--- src/rtl/bit_serial_alu_ctrl_if.sv ---
// Purpose : request/result bus between the control unit and the bit-serial ALU sequencer.
// Latency : wires only, no state.
// Backpressure: none here; the requester watches busy/done to know when a new start is taken.
// Signals : start/op/a/b flow requester -> sequencer; busy/done/result/cout/ovf/zero flow back.
interface bit_serial_alu_ctrl_if #(
    parameter int WIDTH = 8
) ();
    logic             start;
    logic [2:0]       op;
    logic [WIDTH-1:0] a;
    logic [WIDTH-1:0] b;
    logic             busy;
    logic             done;
    logic [WIDTH-1:0] result;
    logic             cout;
    logic             ovf;
    logic             zero;

    // Control unit side
    modport master (
        output start, op, a, b,
        input  busy, done, result, cout, ovf, zero
    );

    // Sequencer side
    modport slave (
        input  start, op, a, b,
        output busy, done, result, cout, ovf, zero
    );
endinterface

--- src/rtl/bit_serial_alu_ctrl.sv ---
// Purpose : runs WIDTH-bit ALU ops LSB-first through an external 1-bit slice, one bit per clock.
// Latency : start taken at edge 0, WIDTH RUN cycles, done pulses in cycle WIDTH+1.
// Backpressure: start is only taken in IDLE or DONE; start while busy is dropped, not queued.
// Ports   : clk, rst (sync, active high); bus = request/result interface (slave side);
//           slice_a/b/cin/l/s drive the slice, slice_f/slice_cout come back in the same cycle.
module bit_serial_alu_ctrl #(
    parameter int WIDTH = 8
) (
    input  logic                        clk,
    input  logic                        rst,
    bit_serial_alu_ctrl_if.slave        bus,
    output logic                        slice_a,
    output logic                        slice_b,
    output logic                        slice_cin,
    output logic                        slice_l,
    output logic [2:0]                  slice_s,
    input  logic                        slice_f,
    input  logic                        slice_cout
);
    localparam int CW = $clog2(WIDTH);
    localparam logic [CW-1:0] LAST_BIT = CW'(WIDTH - 1);

    typedef enum logic [1:0] {
        S_IDLE,
        S_RUN,
        S_DONE
    } state_t;

    state_t           state_q, state_d;
    logic             busy, done, accept, last;

    logic [WIDTH-1:0] a_sh, b_sh;
    logic [WIDTH-2:0] res_sh;   // the LSB of the assembly falls off on the last shift
    logic [WIDTH-1:0] res_next;
    logic [2:0]       op_q;
    logic [CW-1:0]    cnt_q;
    logic             carry_q;
    logic             c_msb_in;
    logic             arith;

    logic [WIDTH-1:0] result_q;
    logic             cout_q, ovf_q, zero_q;

    // ---------------- FSM ----------------
    always_ff @(posedge clk) begin
        if (rst) begin
            state_q <= S_IDLE;
        end else begin
            state_q <= state_d;
        end
    end

    always_comb begin
        state_d = state_q;
        busy    = 1'b0;
        done    = 1'b0;
        accept  = 1'b0;
        case (state_q)
            S_IDLE: begin
                if (bus.start) begin
                    accept  = 1'b1;
                    state_d = S_RUN;
                end
            end
            S_RUN: begin
                busy = 1'b1;
                if (last) begin
                    state_d = S_DONE;
                end
            end
            S_DONE: begin
                done = 1'b1;
                // A start here goes straight back to RUN with no idle gap
                if (bus.start) begin
                    accept  = 1'b1;
                    state_d = S_RUN;
                end else begin
                    state_d = S_IDLE;
                end
            end
            default: state_d = S_IDLE;
        endcase
    end

    assign last = (state_q == S_RUN) && (cnt_q == LAST_BIT);

    // ---------------- slice drive ----------------
    // Carry doubles as the decrement borrow input so both slice inputs see carry_q.
    assign slice_a   = busy & a_sh[0];
    assign slice_b   = busy & b_sh[0];
    assign slice_cin = busy & carry_q;
    assign slice_l   = busy & carry_q;
    assign slice_s   = busy ? op_q : 3'b000;

    assign arith    = ~op_q[2];
    // On the final bit carry_q is the carry into the MSB, which with the MSB carry-out gives overflow
    assign c_msb_in = carry_q;
    assign res_next = {slice_f, res_sh};

    // ---------------- datapath ----------------
    always_ff @(posedge clk) begin
        if (rst) begin
            a_sh     <= '0;
            b_sh     <= '0;
            res_sh   <= '0;
            op_q     <= 3'b000;
            cnt_q    <= '0;
            carry_q  <= 1'b0;
            result_q <= '0;
            cout_q   <= 1'b0;
            ovf_q    <= 1'b0;
            zero_q   <= 1'b0;
        end else if (accept) begin
            a_sh    <= bus.a;
            b_sh    <= bus.b;
            op_q    <= bus.op;
            cnt_q   <= '0;
            // inc and sub need a +1 injected at the LSB
            carry_q <= (bus.op == 3'b000) || (bus.op == 3'b010);
        end else if (busy) begin
            a_sh    <= a_sh >> 1;
            b_sh    <= b_sh >> 1;
            res_sh  <= res_next[WIDTH-1:1];
            carry_q <= arith & slice_cout;
            if (last) begin
                result_q <= res_next;
                cout_q   <= arith & slice_cout;
                ovf_q    <= arith & (c_msb_in ^ slice_cout);
                zero_q   <= (res_next == '0);
            end else begin
                cnt_q <= cnt_q + CW'(1);
            end
        end
    end

    assign bus.busy   = busy;
    assign bus.done   = done;
    assign bus.result = result_q;
    assign bus.cout   = cout_q;
    assign bus.ovf    = ovf_q;
    assign bus.zero   = zero_q;
endmodule

--- src/flat_wrapper.sv ---
// flat-port wrapper written by rule: the top's interface ports become plain ports
module bit_serial_alu_ctrl_flat 
#(
    parameter int WIDTH = 8
)
  (clk, rst, slice_a, slice_b, slice_cin, slice_l, slice_s, slice_f, slice_cout, bus_start, bus_op, bus_a, bus_b, bus_busy, bus_done, bus_result, bus_cout, bus_ovf, bus_zero);
  bit_serial_alu_ctrl_if #(.WIDTH(WIDTH)) bus_i ();
  input  logic clk;
  input  logic rst;
  output logic slice_a;
  output logic slice_b;
  output logic slice_cin;
  output logic slice_l;
  output logic [2:0] slice_s;
  input  logic slice_f;
  input  logic slice_cout;
  input wire logic [$bits(bus_i.start)-1:0] bus_start;
  input wire logic [$bits(bus_i.op)-1:0] bus_op;
  input wire logic [$bits(bus_i.a)-1:0] bus_a;
  input wire logic [$bits(bus_i.b)-1:0] bus_b;
  output wire logic [$bits(bus_i.busy)-1:0] bus_busy;
  output wire logic [$bits(bus_i.done)-1:0] bus_done;
  output wire logic [$bits(bus_i.result)-1:0] bus_result;
  output wire logic [$bits(bus_i.cout)-1:0] bus_cout;
  output wire logic [$bits(bus_i.ovf)-1:0] bus_ovf;
  output wire logic [$bits(bus_i.zero)-1:0] bus_zero;
  assign bus_i.start = bus_start;
  assign bus_i.op = bus_op;
  assign bus_i.a = bus_a;
  assign bus_i.b = bus_b;
  assign bus_busy = bus_i.busy;
  assign bus_done = bus_i.done;
  assign bus_result = bus_i.result;
  assign bus_cout = bus_i.cout;
  assign bus_ovf = bus_i.ovf;
  assign bus_zero = bus_i.zero;
  bit_serial_alu_ctrl #(.WIDTH(WIDTH)) u_core (.clk(clk), .rst(rst), .bus(bus_i), .slice_a(slice_a), .slice_b(slice_b), .slice_cin(slice_cin), .slice_l(slice_l), .slice_s(slice_s), .slice_f(slice_f), .slice_cout(slice_cout));
endmodule
--- config.mk ---
export PLATFORM = sky130hd
export DESIGN_NAME = bit_serial_alu_ctrl_flat
export DESIGN_NICKNAME = d
export VERILOG_FILES = /design/src/rtl/bit_serial_alu_ctrl_if.sv /design/src/rtl/bit_serial_alu_ctrl.sv /design/src/flat_wrapper.sv
export SDC_FILE = /design/constraint.sdc
export NUM_CORES = 1
export LEC_CHECK = 0
export ABC_AREA = 0
export BUFFER_PORTS_ARGS = -buffer_cell sky130_fd_sc_hd__buf_4
export CORE_MARGIN = 4
export CORE_UTILIZATION = 54
export DETAILED_ROUTE_END_ITERATION = 16
export GPL_ROUTABILITY_DRIVEN = 0
export PLACE_DENSITY = 0.89
export RECOVER_POWER = 50
export SLEW_MARGIN = 15
export SYNTH_ARGS = -nofsm -noshare
export SYNTH_HDL_FRONTEND = slang
export SYNTH_SLANG_ARGS = --single-unit
--- constraint.sdc ---
create_clock -name clk -period 3.8 [get_ports clk]
set_input_delay 0.19 -clock clk [delete_from_list [all_inputs] [get_ports clk]]
set_output_delay 0.19 -clock clk [all_outputs]
set_load 0.02 [all_outputs]
# After elaboration in Yosys (flattened, before gate mapping)
# Index checks and enable logic that the tools add are counted.
# totals
register_bits	43
input_bits	24
output_inout_bits	20
wordCells	54
# op_classes
addsub	1
n_eq_ne	6
mux	15
bitwise	9
reduce_logical	12
# ops
op	n
two-way mux 8 bit	4
logical NOT 8 bit	1
two-way mux 1 bit	7
one-hot mux 2 bit (3 select lines)	1
AND reduction 2 bit	3
AND 1 bit	5
two-way mux 2 bit	2
OR reduction 2 bit	2
adder 3 x 1 -> 3 bit (second input constant)	1
== test 3 x 2 -> 1 bit (second input constant)	1
== test 3 bit (second input constant)	1
logical NOT 3 bit	1
two-way mux 3 bit	1
inverter 1 bit	3
AND reduction 3 bit	1
== test 2 x 1 -> 1 bit (second input constant)	1
== test 2 bit (second input constant)	1
logical NOT 2 bit	1
inequality test 2 x 1 -> 1 bit (second input constant)	1
inequality test 2 bit (second input constant)	1
nonzero test 2 bit	1
logical AND 1 bit	1
logical OR 1 bit	1
bitwise XOR 1 bit	1

# Logic depth before layout (Yosys ltp)
# Gate-level depths: netlist (run 1).
# depth
depth_word	5
ltp_mapped	6
mapped_depth_nobuf	5

# Worst setup path before layout (run 1)
# Ideal clock, no wire load.
# synth_path
path_type	register to output
start	reg u_core.state_q[1]
end	out slice_l
arrival_time_ns	1.317
required_time_ns	3.610
slack_ns	2.293
path_stages_with_launch	7
n_path_buf	3
cell_sequence	dfxtp_1 -> nand2b_1 -> buf_4 -> inv_2 -> buf_2 -> and2_1 -> buf_4
# synth_via
elab_chain_len	3
# synth_lines
item	line_no	rtl
from (decl)	bit_serial_alu_ctrl.sv:29	state_t state_q, state_d;
from (signal assigned)	bit_serial_alu_ctrl.sv:49	state_q <= state_d;
== test 2 x 1 -> 1 bit	bit_serial_alu_ctrl.sv:58	case (state_q)
two-way mux 1 bit	bit_serial_alu_ctrl.sv:58	
named net bus_busy	flat_wrapper.sv:21	output wire logic [$bits(bus_i.busy)-1:0] bus_busy;
AND 1 bit	-	
to (decl)	flat_wrapper.sv:13	output logic slice_l;
# The timed path passes the listed nets, and every way through them passes these cells.

# Worst setup path after layout (run 1)
# layout_path
start	reg u_core.state_q[0]
end	out slice_l
# layout_via
elab_chain_len	3
# layout_lines
item	line_no	rtl
== test 2 x 1 -> 1 bit	bit_serial_alu_ctrl.sv:58	
two-way mux 1 bit	bit_serial_alu_ctrl.sv:58	
AND 1 bit	bit_serial_alu_ctrl.sv:92	assign slice_l = busy & carry_q;
# No other way between the ends.

==> results.tsv, run 1 <==
metric	value	unit
status	finished clean	
route.detailed.drc	0	
grt_max_degree	44	
required	3610	ps
io_buffers	43	
leakage	0.000797	µW
cts_sinks	43	
worstPathCellList	nand2b_1 -> buf_4 -> inv_1 -> and2_1 -> buf_4	
fill_cells	274	
drt_iter0_drc	123	
area_growth	16.5	%
max_freq	0.417	GHz
maxCapViolCount	0	
post_cts_buffers	0	
worstHoldPathType	input port to flip-flop	
cts_tree	done	
overflow	0	
grt_pass1_vias	1475	
synth_edf_count	0	
fin_skew	7.23	ps
synth_cells	213	
seq_area_frac_synth	0.474	
max_stage_delay	650	ps
fin_nets	272	
ys_async_sr_fraction	0	
routed_wl	4020	µm
critPathArrivalTime	2210	ps
setup.worst_path.class	flip-flop to output pin	
clkTransAtPathRegs	120	ps
start_util	0.581	
tightestPinTransition	1100	ps
clock_tree.root_cell	clkbuf_4	
fp-row-count	20	
rsz0062_at_grt	false	
io_pins	44	
dpl_cell_area	0.00210	mm²
hold_buffers	0	
reg2reg_depth	5	
ctsHtreeMaxLevel	2	
fin_crit_sh	0.631	
syn_area	0.00182	mm²
period_needed	2400	ps
ys_ff_latch	43	
grt_pass1_wl	6790	µm
viasPerCell	5.44	
setup-tns-final	0	ps
critPathLaunchType	flip-flop	
yosysUniqueCellTypes	27	
cts_buffers	5	
ys.flop_type	dfxtp_1	
ir_worst_vdd	0.235	mV
yosysWarnings	0	
drive_above_1_share	0.211	
die_x	66.0	µm
dp_hpwl	2660	µm
drtPass1Iterations	4	
track_usage	0.203	
setup_viol	0	
coreArea	0.00313	mm²
cp_max_fo	30	
cts-resized-gates	0	
path_common_cell	buf_4	
multi_input_area	833	µm²
syn_avg_cell_area	8.54	µm²
cts_buffer_depth	2	
cp-end-kind	output pin	
num_antenna_cells	0	
wl_per_cell	13.8	µm
antenna_found_initial	0	
die_h	66.0	µm
vias	1584	
final_area	0.00212	mm²
drv_slew	0	
seq_area	861	µm²
hold_viol_final	0	
whs_path_depth	3	
syn_nets	239	
dp_cells	283	
fin_cells	291	
p_per_area	404	mW/mm²
relSlewSlack	0.266	
die_area	0.00436	mm²
clock_latency	350	ps
ant_nets	0	
crit_slowest_cell	inv_1	
## stage by stage
step | power (µW) | setup WS, ps | hold WS, ps | util
detailed placement | 611 | 1990 | 448 | 0.670
global route | 895 | 1290 | 69.4 | 0.677
global placement | 608 | 2050 | 441 | 0.670
CTS | 856 | 1710 | 72.0 | 0.693
finish | 856 | 1400 | 75.9 | 0.677
floorplan | 579 | 2290 | 326 | -
## registers in the layout (all words and copies together) (netlist names), 2 cells and up
signal and flops:
u_core.a_sh 8, u_core.b_sh 8, u_core.bus.result 8, u_core.cnt_q 3
u_core.op_q 3, u_core.res_sh 7, u_core.state_q 2
## synth_stat cells, drive strengths merged (2+ instances only)
cell type	n	area, µm²
a311oi	8	120
nor4	2	12.5
nand3	3	15.0
mux2i	3	30.0
nor2b	3	18.8
nor2	12	45.0
buf	17	108
nand2b	2	12.5
and2	6	37.5
xnor2	2	17.5
nor3	16	95.1
dfxtp	43	861
o22ai	6	37.5
a21oi	23	115
nand2	57	214
clkbuf	2	7.51
ha	2	25.0
## critical path: cells and delay by family (launching register included)
family | cells | cell delay [ps]
flip-flops | 1 | 450
AND/OR/NAND/NOR | 2 | 370
buffers and inverters | 3 | 1030
## final timing paths
kind / end / slack (ps) / start
setup / recovery: slice_l / 1400 / u_core.state_q[0]$_SDFFE_PP0P_
hold / removal: u_core.b_sh[7]$_SDFFE_PP0P_ / 80 / bus_b[7]
setup reg to reg: u_core.c_msb_in$_SDFFE_PP0P_ / 1870 / u_core.state_q[0]$_SDFFE_PP0P_
hold reg to reg: u_core.bus.zero$_SDFFE_PP0P_ / 460 / u_core.bus.zero$_SDFFE_PP0P_
## area by class of cell
class / instances / area share
well taps: 44 / 0.0260
clock inverters: 1 / 0.00354
flip-flops and latches: 43 / 0.406
multi-input cells: 150 / 0.393
repair buffers: 45 / 0.138
clock buffers: 7 / 0.0307
inverters: 1 / 0.00177
## metal layers
metal | track usage | vias up | part of all wire
li1 | - | 785 | -
met3 | 0.0442 | 8 | 0.065
met4 | 0.0990 | 0 | 0.018
met1 | 0.269 | 731 | 0.45
met5 | 0 | - | 0
met2 | 0.310 | 60 | 0.47
## cells in the final DEF (no fill, tap or decap), types with 2 or more instances in the layout
cell and n:
dfxtp_1 43, nor2_1 12, nand2_1 57, nor3_1 13, nor2b_1 3, clkbuf_4 5
xnor2_1 2, o22ai_1 6, a21oi_1 23, nand2b_1 2, clkbuf_8 2, nand3_1 3
a311oi_2 8, clkbuf_1 12, ha_1 2, and2_1 6, buf_4 33, nor3_2 3
nor4_1 2, mux2i_1 3
## logic make-up after synthesis
logic type	count (synthesis)	synth area share
AOI/OAI and AO/OA	38	0.154
xor gates and xnor gates	2	0.00964
adders and majority gates	2	0.0138
buffers and inverters	20	0.0654
DFF	43	0.474
muxes	3	0.0165
and+or+nand+nor	105	0.267
## power by group
part	internal (µW)	leakage, µW	total [µW]	switching [µW]
registers	472	0.000351	486	14.0
logic	50.8	0.000408	117	66.0
clock network	108	0.0000375	253	145
Note: power is estimated with default switching activity, not from simulation.
==> run 2, diff against run 1 <==
--- a/config.mk
+++ b/config.mk
@@ -8,10 +8,10 @@
 export ABC_AREA = 0
 export BUFFER_PORTS_ARGS = -buffer_cell sky130_fd_sc_hd__buf_4
 export CORE_MARGIN = 4
-export CORE_UTILIZATION = 54
+export CORE_UTILIZATION = 47
 export DETAILED_ROUTE_END_ITERATION = 16
 export GPL_ROUTABILITY_DRIVEN = 0
-export PLACE_DENSITY = 0.89
+export PLACE_DENSITY = 0.83
 export RECOVER_POWER = 50
 export SLEW_MARGIN = 15
 export SYNTH_ARGS = -nofsm -noshare
==> constraint.sdc (replaced) <==
create_clock -name clk -period 2.1 [get_ports clk]
set_input_delay 0.105 -clock clk [delete_from_list [all_inputs] [get_ports clk]]
set_output_delay 0.105 -clock clk [all_outputs]
set_load 0.02 [all_outputs]
==> run 2 against run 1 <==
Clock-buffer cell count fell by 2. Final cell count up 2.1%. Wire length shrank 3.5%. Largest power group unchanged. Total power grew 87%. Sequential share of layout area shrank 0.66 points. Non-clock buffer count is 2 higher. Via count is 0.38% lower. Highest routed layer unchanged.
==> results.tsv, run 2 (synthesis results as in run 1) <==
metric	value	unit	change
cts_tree	done		
whs	56.1	ps	-19.7 ps
routed_wl	3880	µm	-3.5%
tightestPinTransition	595	ps	-506 ps
leakage	0.000807	µW	+1.3%
fill_cells	339		+24%
hold_viol_final	0		unchanged
fin_cells	297		+2.1%
drive_above_1_share	0.221		+0.0104
ir_worst_vdd	0.514	mV	+120%
drtPass1Iterations	4		unchanged
post_cts_buffers	0		unchanged
clkTransAtPathRegs	80	ps	-40 ps
setup-tns-final	0	ps	unchanged
cp.buffers_inverters	2		-1
drv_slew	0		unchanged
critPathArrivalTime	1580	ps	-630 ps
relSlewSlack	0.604		+0.337
path_delay_family	buffers and inverters		
final_util	0.584		-0.0934
clock_latency	290	ps	-60 ps
die_h	70.2	µm	+6.3%
maxCapViolCount	0		unchanged
ant_nets	0		unchanged
crit_slowest_cell	dfxtp_1		
viasPerCell	5.31		-2.4%
cts-resized-gates	0		unchanged
required	2000	ps	-1610 ps
track_usage	0.159		-0.0441
cp-end-kind	output pin		
worstPathCellList	nand2b_1 -> inv_2 -> and2_1 -> buf_4		
io_buffers	43		unchanged
setup_viol	0		unchanged
final_common_cell	nand2_1		
clock_tree.root_cell	clkbuf_8		
overflow	0		unchanged
grt_pass1_vias	1449		-1.8%
period_needed	1680	ps	
area_growth	18.4	%	
fin_nets	274		+0.74%
p_per_area	742	mW/mm²	+84%
hold_buffers	0		unchanged
grt_pass1_wl	6380	µm	-6.0%
antenna_found_initial	0		unchanged
final_cell_mix	nand2_1, dfxtp_1, buf_4		
ctsHtreeMaxLevel	2		unchanged
die_area	0.00493	mm²	+13%
multi_input_area	838	µm²	+0.60%
fin_skew	7.46	ps	+0.226 ps
num_antenna_cells	0		unchanged
route.detailed.drc	0		unchanged
vias	1578		-0.38%
critPathLaunchType	flip-flop		
max_freq	0.593	GHz	
rsz0062_at_grt	false		
seq_area	861	µm²	unchanged
cts_buffer_depth	2		unchanged
dp_cells	289		+2.1%
grt_max_degree	44		unchanged
fp-row-count	22		+10%
coreArea	0.00369	mm²	+18%
cp_max_fo	30		unchanged
worstHoldPathType	input port to flip-flop		
wl_per_cell	13.1	µm	-5.5%
die_x	70.2	µm	+6.3%
fin_crit_sh	0.802		
start_util	0.493		-0.0883
cts_sinks	43		unchanged
setup.worst_path.class	flip-flop to output pin		
io_pins	44		unchanged
status	finished clean		
drt_iter0_drc	90		-27%
dp_hpwl	2550	µm	-4.1%
cts_buffers	5		unchanged
finalPower	1600	µW	+87%
max_stage_delay	420	ps	-230 ps
run 2: final cells by class:
class                      instances  share of cell area
timing repair buffer              47               0.140
multi-input combinational        150               0.389
tap                               48              0.0279
clock buffer                       5              0.0320
sequential                        43               0.400
clock inverter                     3             0.00930
inverter                           1             0.00174
run 2: final timing paths:
check / from / to / slack [ps] / depth (start not counted)
max: u_core.state_q[0]$_SDFFE_PP0P_ / slice_cin / 420 / 4
max reg2reg: u_core.cnt_q[0]$_SDFFE_PP0P_ / u_core.bus.zero$_SDFFE_PP0P_ / 480 / 6
min reg2reg: u_core.bus.result[2]$_SDFFE_PP0P_ / u_core.bus.result[2]$_SDFFE_PP0P_ / 460 / 2
min: bus_op[1] / u_core.op_q[1]$_SDFFE_PP0P_ / 60 / 3
run 2: report_power, final:
part           switching [µW]  internal [µW]
combinational             118           93.0
clock                     279            231
sequential               24.2            853
run 2: metal layers:
metal  part of all wire  global-route usage  vias to the layer above
met4              0.022              0.0809                        0
met3              0.067              0.0432                        7
met2               0.47               0.251                       52
met5                  0                   0                        -
met1               0.44               0.197                      728
li1                   -                   -                      791
run 2: worst register-to-register path, stage by stage (launching register included):
cell and delay, ps:
dfxtp_1 330, ha_1 190, ha_1 210, nand3b_1 110
clkbuf_1 410, nand2_1 130, a21oi_1 170
run 2: stage by stage:
stage / setup slack (ps) / instance area [µm²]
2_1_floorplan: 678 / 1820
3_3_place_gp: 626 / 2120
3_5_place_dp: 577 / 2120
4_1_cts: 430 / 2200
5_1_grt: 327 / 2150
6_report: 415 / 2150
==> run 3, diff against run 2 <==
--- a/config.mk
+++ b/config.mk
@@ -8,10 +8,10 @@
 export ABC_AREA = 0
 export BUFFER_PORTS_ARGS = -buffer_cell sky130_fd_sc_hd__buf_4
 export CORE_MARGIN = 4
-export CORE_UTILIZATION = 47
+export CORE_UTILIZATION = 52
 export DETAILED_ROUTE_END_ITERATION = 16
 export GPL_ROUTABILITY_DRIVEN = 0
-export PLACE_DENSITY = 0.83
+export PLACE_DENSITY = 0.87
 export RECOVER_POWER = 50
 export SLEW_MARGIN = 15
 export SYNTH_ARGS = -nofsm -noshare
==> constraint.sdc (replaced) <==
create_clock -name clk -period 1.6 [get_ports clk]
set_input_delay 0.08 -clock clk [delete_from_list [all_inputs] [get_ports clk]]
set_output_delay 0.08 -clock clk [all_outputs]
set_load 0.02 [all_outputs]
==> run 3 against run 2 <==
Utilization up 8.8 points. Final cell count up 1.3%. Hold slack worse by 45 ps. Global-route usage up 4.2 points. Largest cell class unchanged. Via count up 3.3%. Flip-flop and latch count unchanged. Worst setup slack worse by 310 ps. Final area up 4.9%.
==> results.tsv, run 3 (synthesis results as in run 1) <==
metric	value	unit	change
status	finished clean		
ant_nets	0		unchanged
drt_iter0_drc	91		+1.1%
fin_crit_sh	0.937		
critPathArrivalTime	1420	ps	-160 ps
fin_skew	2.76	ps	-4.70 ps
drv_slew	0		unchanged
dp_cells	287		-0.69%
cp-end-kind	output pin		
setup_viol	0		unchanged
num_antenna_cells	0		unchanged
maxCapViolCount	0		unchanged
routed_wl	4130	µm	+6.4%
max_freq	0.667	GHz	
finalPower	2290	µW	+43%
coreArea	0.00336	mm²	-8.8%
drive_above_1_share	0.243		+0.0223
drtPass1Iterations	5		+1
overflow	0		unchanged
rsz0062_at_grt	false		
final_cell_mix	nand2_1, dfxtp_1, buf_4		
setup.worst_path.class	flip-flop to output pin		
area_growth	24.3	%	
grt_pass1_wl	6800	µm	+6.6%
dp_hpwl	2650	µm	+3.9%
cts_buffer_depth	2		unchanged
fp-row-count	21		-4.5%
p_clk_frac	0.362		+0.043
die_x	67.1	µm	-4.4%
leakage	0.000860	µW	+6.5%
ctsHtreeMaxLevel	2		unchanged
hold_viol_final	0		unchanged
clock_latency	350	ps	+60 ps
p_sw_frac	0.236		-0.0272
viasPerCell	5.42		+1.9%
fin_nets	280		+2.2%
period_needed	1500	ps	
io_pins	44		unchanged
io_buffers	43		unchanged
switchingPower	541	µW	+28%
worstHoldPathType	input port to flip-flop		
cts_sinks	43		unchanged
route.detailed.drc	0		unchanged
grt_max_degree	44		unchanged
power_frac_comb	0.133		about the same
internal_power	1750	µW	+49%
cp_max_fo	15		-50%
antenna_found_initial	0		unchanged
vias	1630		+3.3%
fin_cells	301		+1.3%
required	1520	ps	-480 ps
die_area	0.00451	mm²	-8.5%
ir_worst_vdd	0.654	mV	+27%
cts_buffers	5		unchanged
grt_pass1_vias	1497		+3.3%
track_usage	0.201		+0.0422
wl_per_cell	13.7	µm	+5.0%
final_common_cell	nand2_1		
start_util	0.541		+0.0477
tightestPinTransition	490	ps	-105 ps
die_h	67.1	µm	-4.4%
setup-tns-final	0	ps	unchanged
clkTransAtPathRegs	120	ps	+40 ps
pwr-share-seq	0.505		-0.044
cts_tree	done		
clock_tree.root_cell	clkbuf_4		
relSlewSlack	0.673		+0.0697
post_cts_buffers	0		unchanged
critPathLaunchType	flip-flop		
p_per_area	1010	mW/mm²	+37%
-- run 3: cell types whose count changed in the layout (fill, tap and decap cells not counted), moves of 2 or more --
cell	change
dfxtp_1	-2
clkinvlp_4	-2
bufinv_16	+2
dlygate4sd3_1	+5
dfxtp_2	+2
clkbuf_4	+5
clkbuf_8	-5
-- run 3: repair_timing --
action,4_1_cts,5_1_grt
endpoints found under the setup margin,7,9
hold endpoints to repair,6,0
resized for setup,6,4
gates cloned,1,0
hold buffers,5,0
-- run 3: metal layers --
layer,GRT usage,wire (µm),vias to the layer above
met4,0.0911,67,0
met1,0.259,1740,774
met3,0.0466,209,4
met2,0.319,2110,51
li1,-,-,801
met5,0,0,-
-- run 3: area by class of cell --
class | count | area [µm²]
Clock buffer | 6 | 41.3
Clock inverter | 2 | 60.1
Fill cell | 285 | 1100
Inverter | 1 | 11.3
Multi-Input combinational cell | 150 | 851
Sequential cell | 43 | 863
Tap cell | 46 | 57.6
Timing Repair Buffer | 52 | 369
Timing Repair inverter | 1 | 6.26
-- run 3: path summary, 6_finish.rpt --
path	from	endpoint	slack, ps	cells past startpoint
worst min-delay path	bus_b[0]	u_core.b_sh[0]$_SDFFE_PP0P_	10	3
worst max register to register	u_core.cnt_q[0]$_SDFFE_PP0P_	u_core.cnt_q[1]$_SDFFE_PP0P_	120	5
worst min register to register	u_core.bus.result[0]$_SDFFE_PP0P_	u_core.bus.result[0]$_SDFFE_PP0P_	460	2
worst max-delay path	u_core.state_q[1]$_SDFFE_PP0P_	slice_cin	100	4
-- run 3: power groups by stage --
stage               registers (µW)  clock network (µW)  logic [µW]
floorplan                     1170                   0         210
global placement              1170                   0         278
detailed placement            1180                   0         285
CTS                           1150                 841         308
global route                  1160                 895         335
finish                        1160                 828         306
-- run 3: worst max-delay path: stages (launching register included) --
cell      delay (ps)
dfxtp_2          370
nand2b_2         270
inv_8            130
and2_4           160
buf_4            130
-- run 3: stage by stage --
| stage | setup WS (ps) | utilization | hold slack [ps] | instance area [µm²] |
|---|---|---|---|---|
| 6_report | 101 | 0.672 | 11.4 | 2260 |
| 5_1_grt | 20.1 | 0.672 | 19.9 | 2260 |
| 4_1_cts | 8.06 | 0.685 | 4.45 | 2300 |
| 3_5_place_dp | 83.3 | 0.632 | 347 | 2130 |
| 3_3_place_gp | 137 | 0.632 | 329 | 2130 |
| 2_1_floorplan | 179 | - | 216 | 1820 |
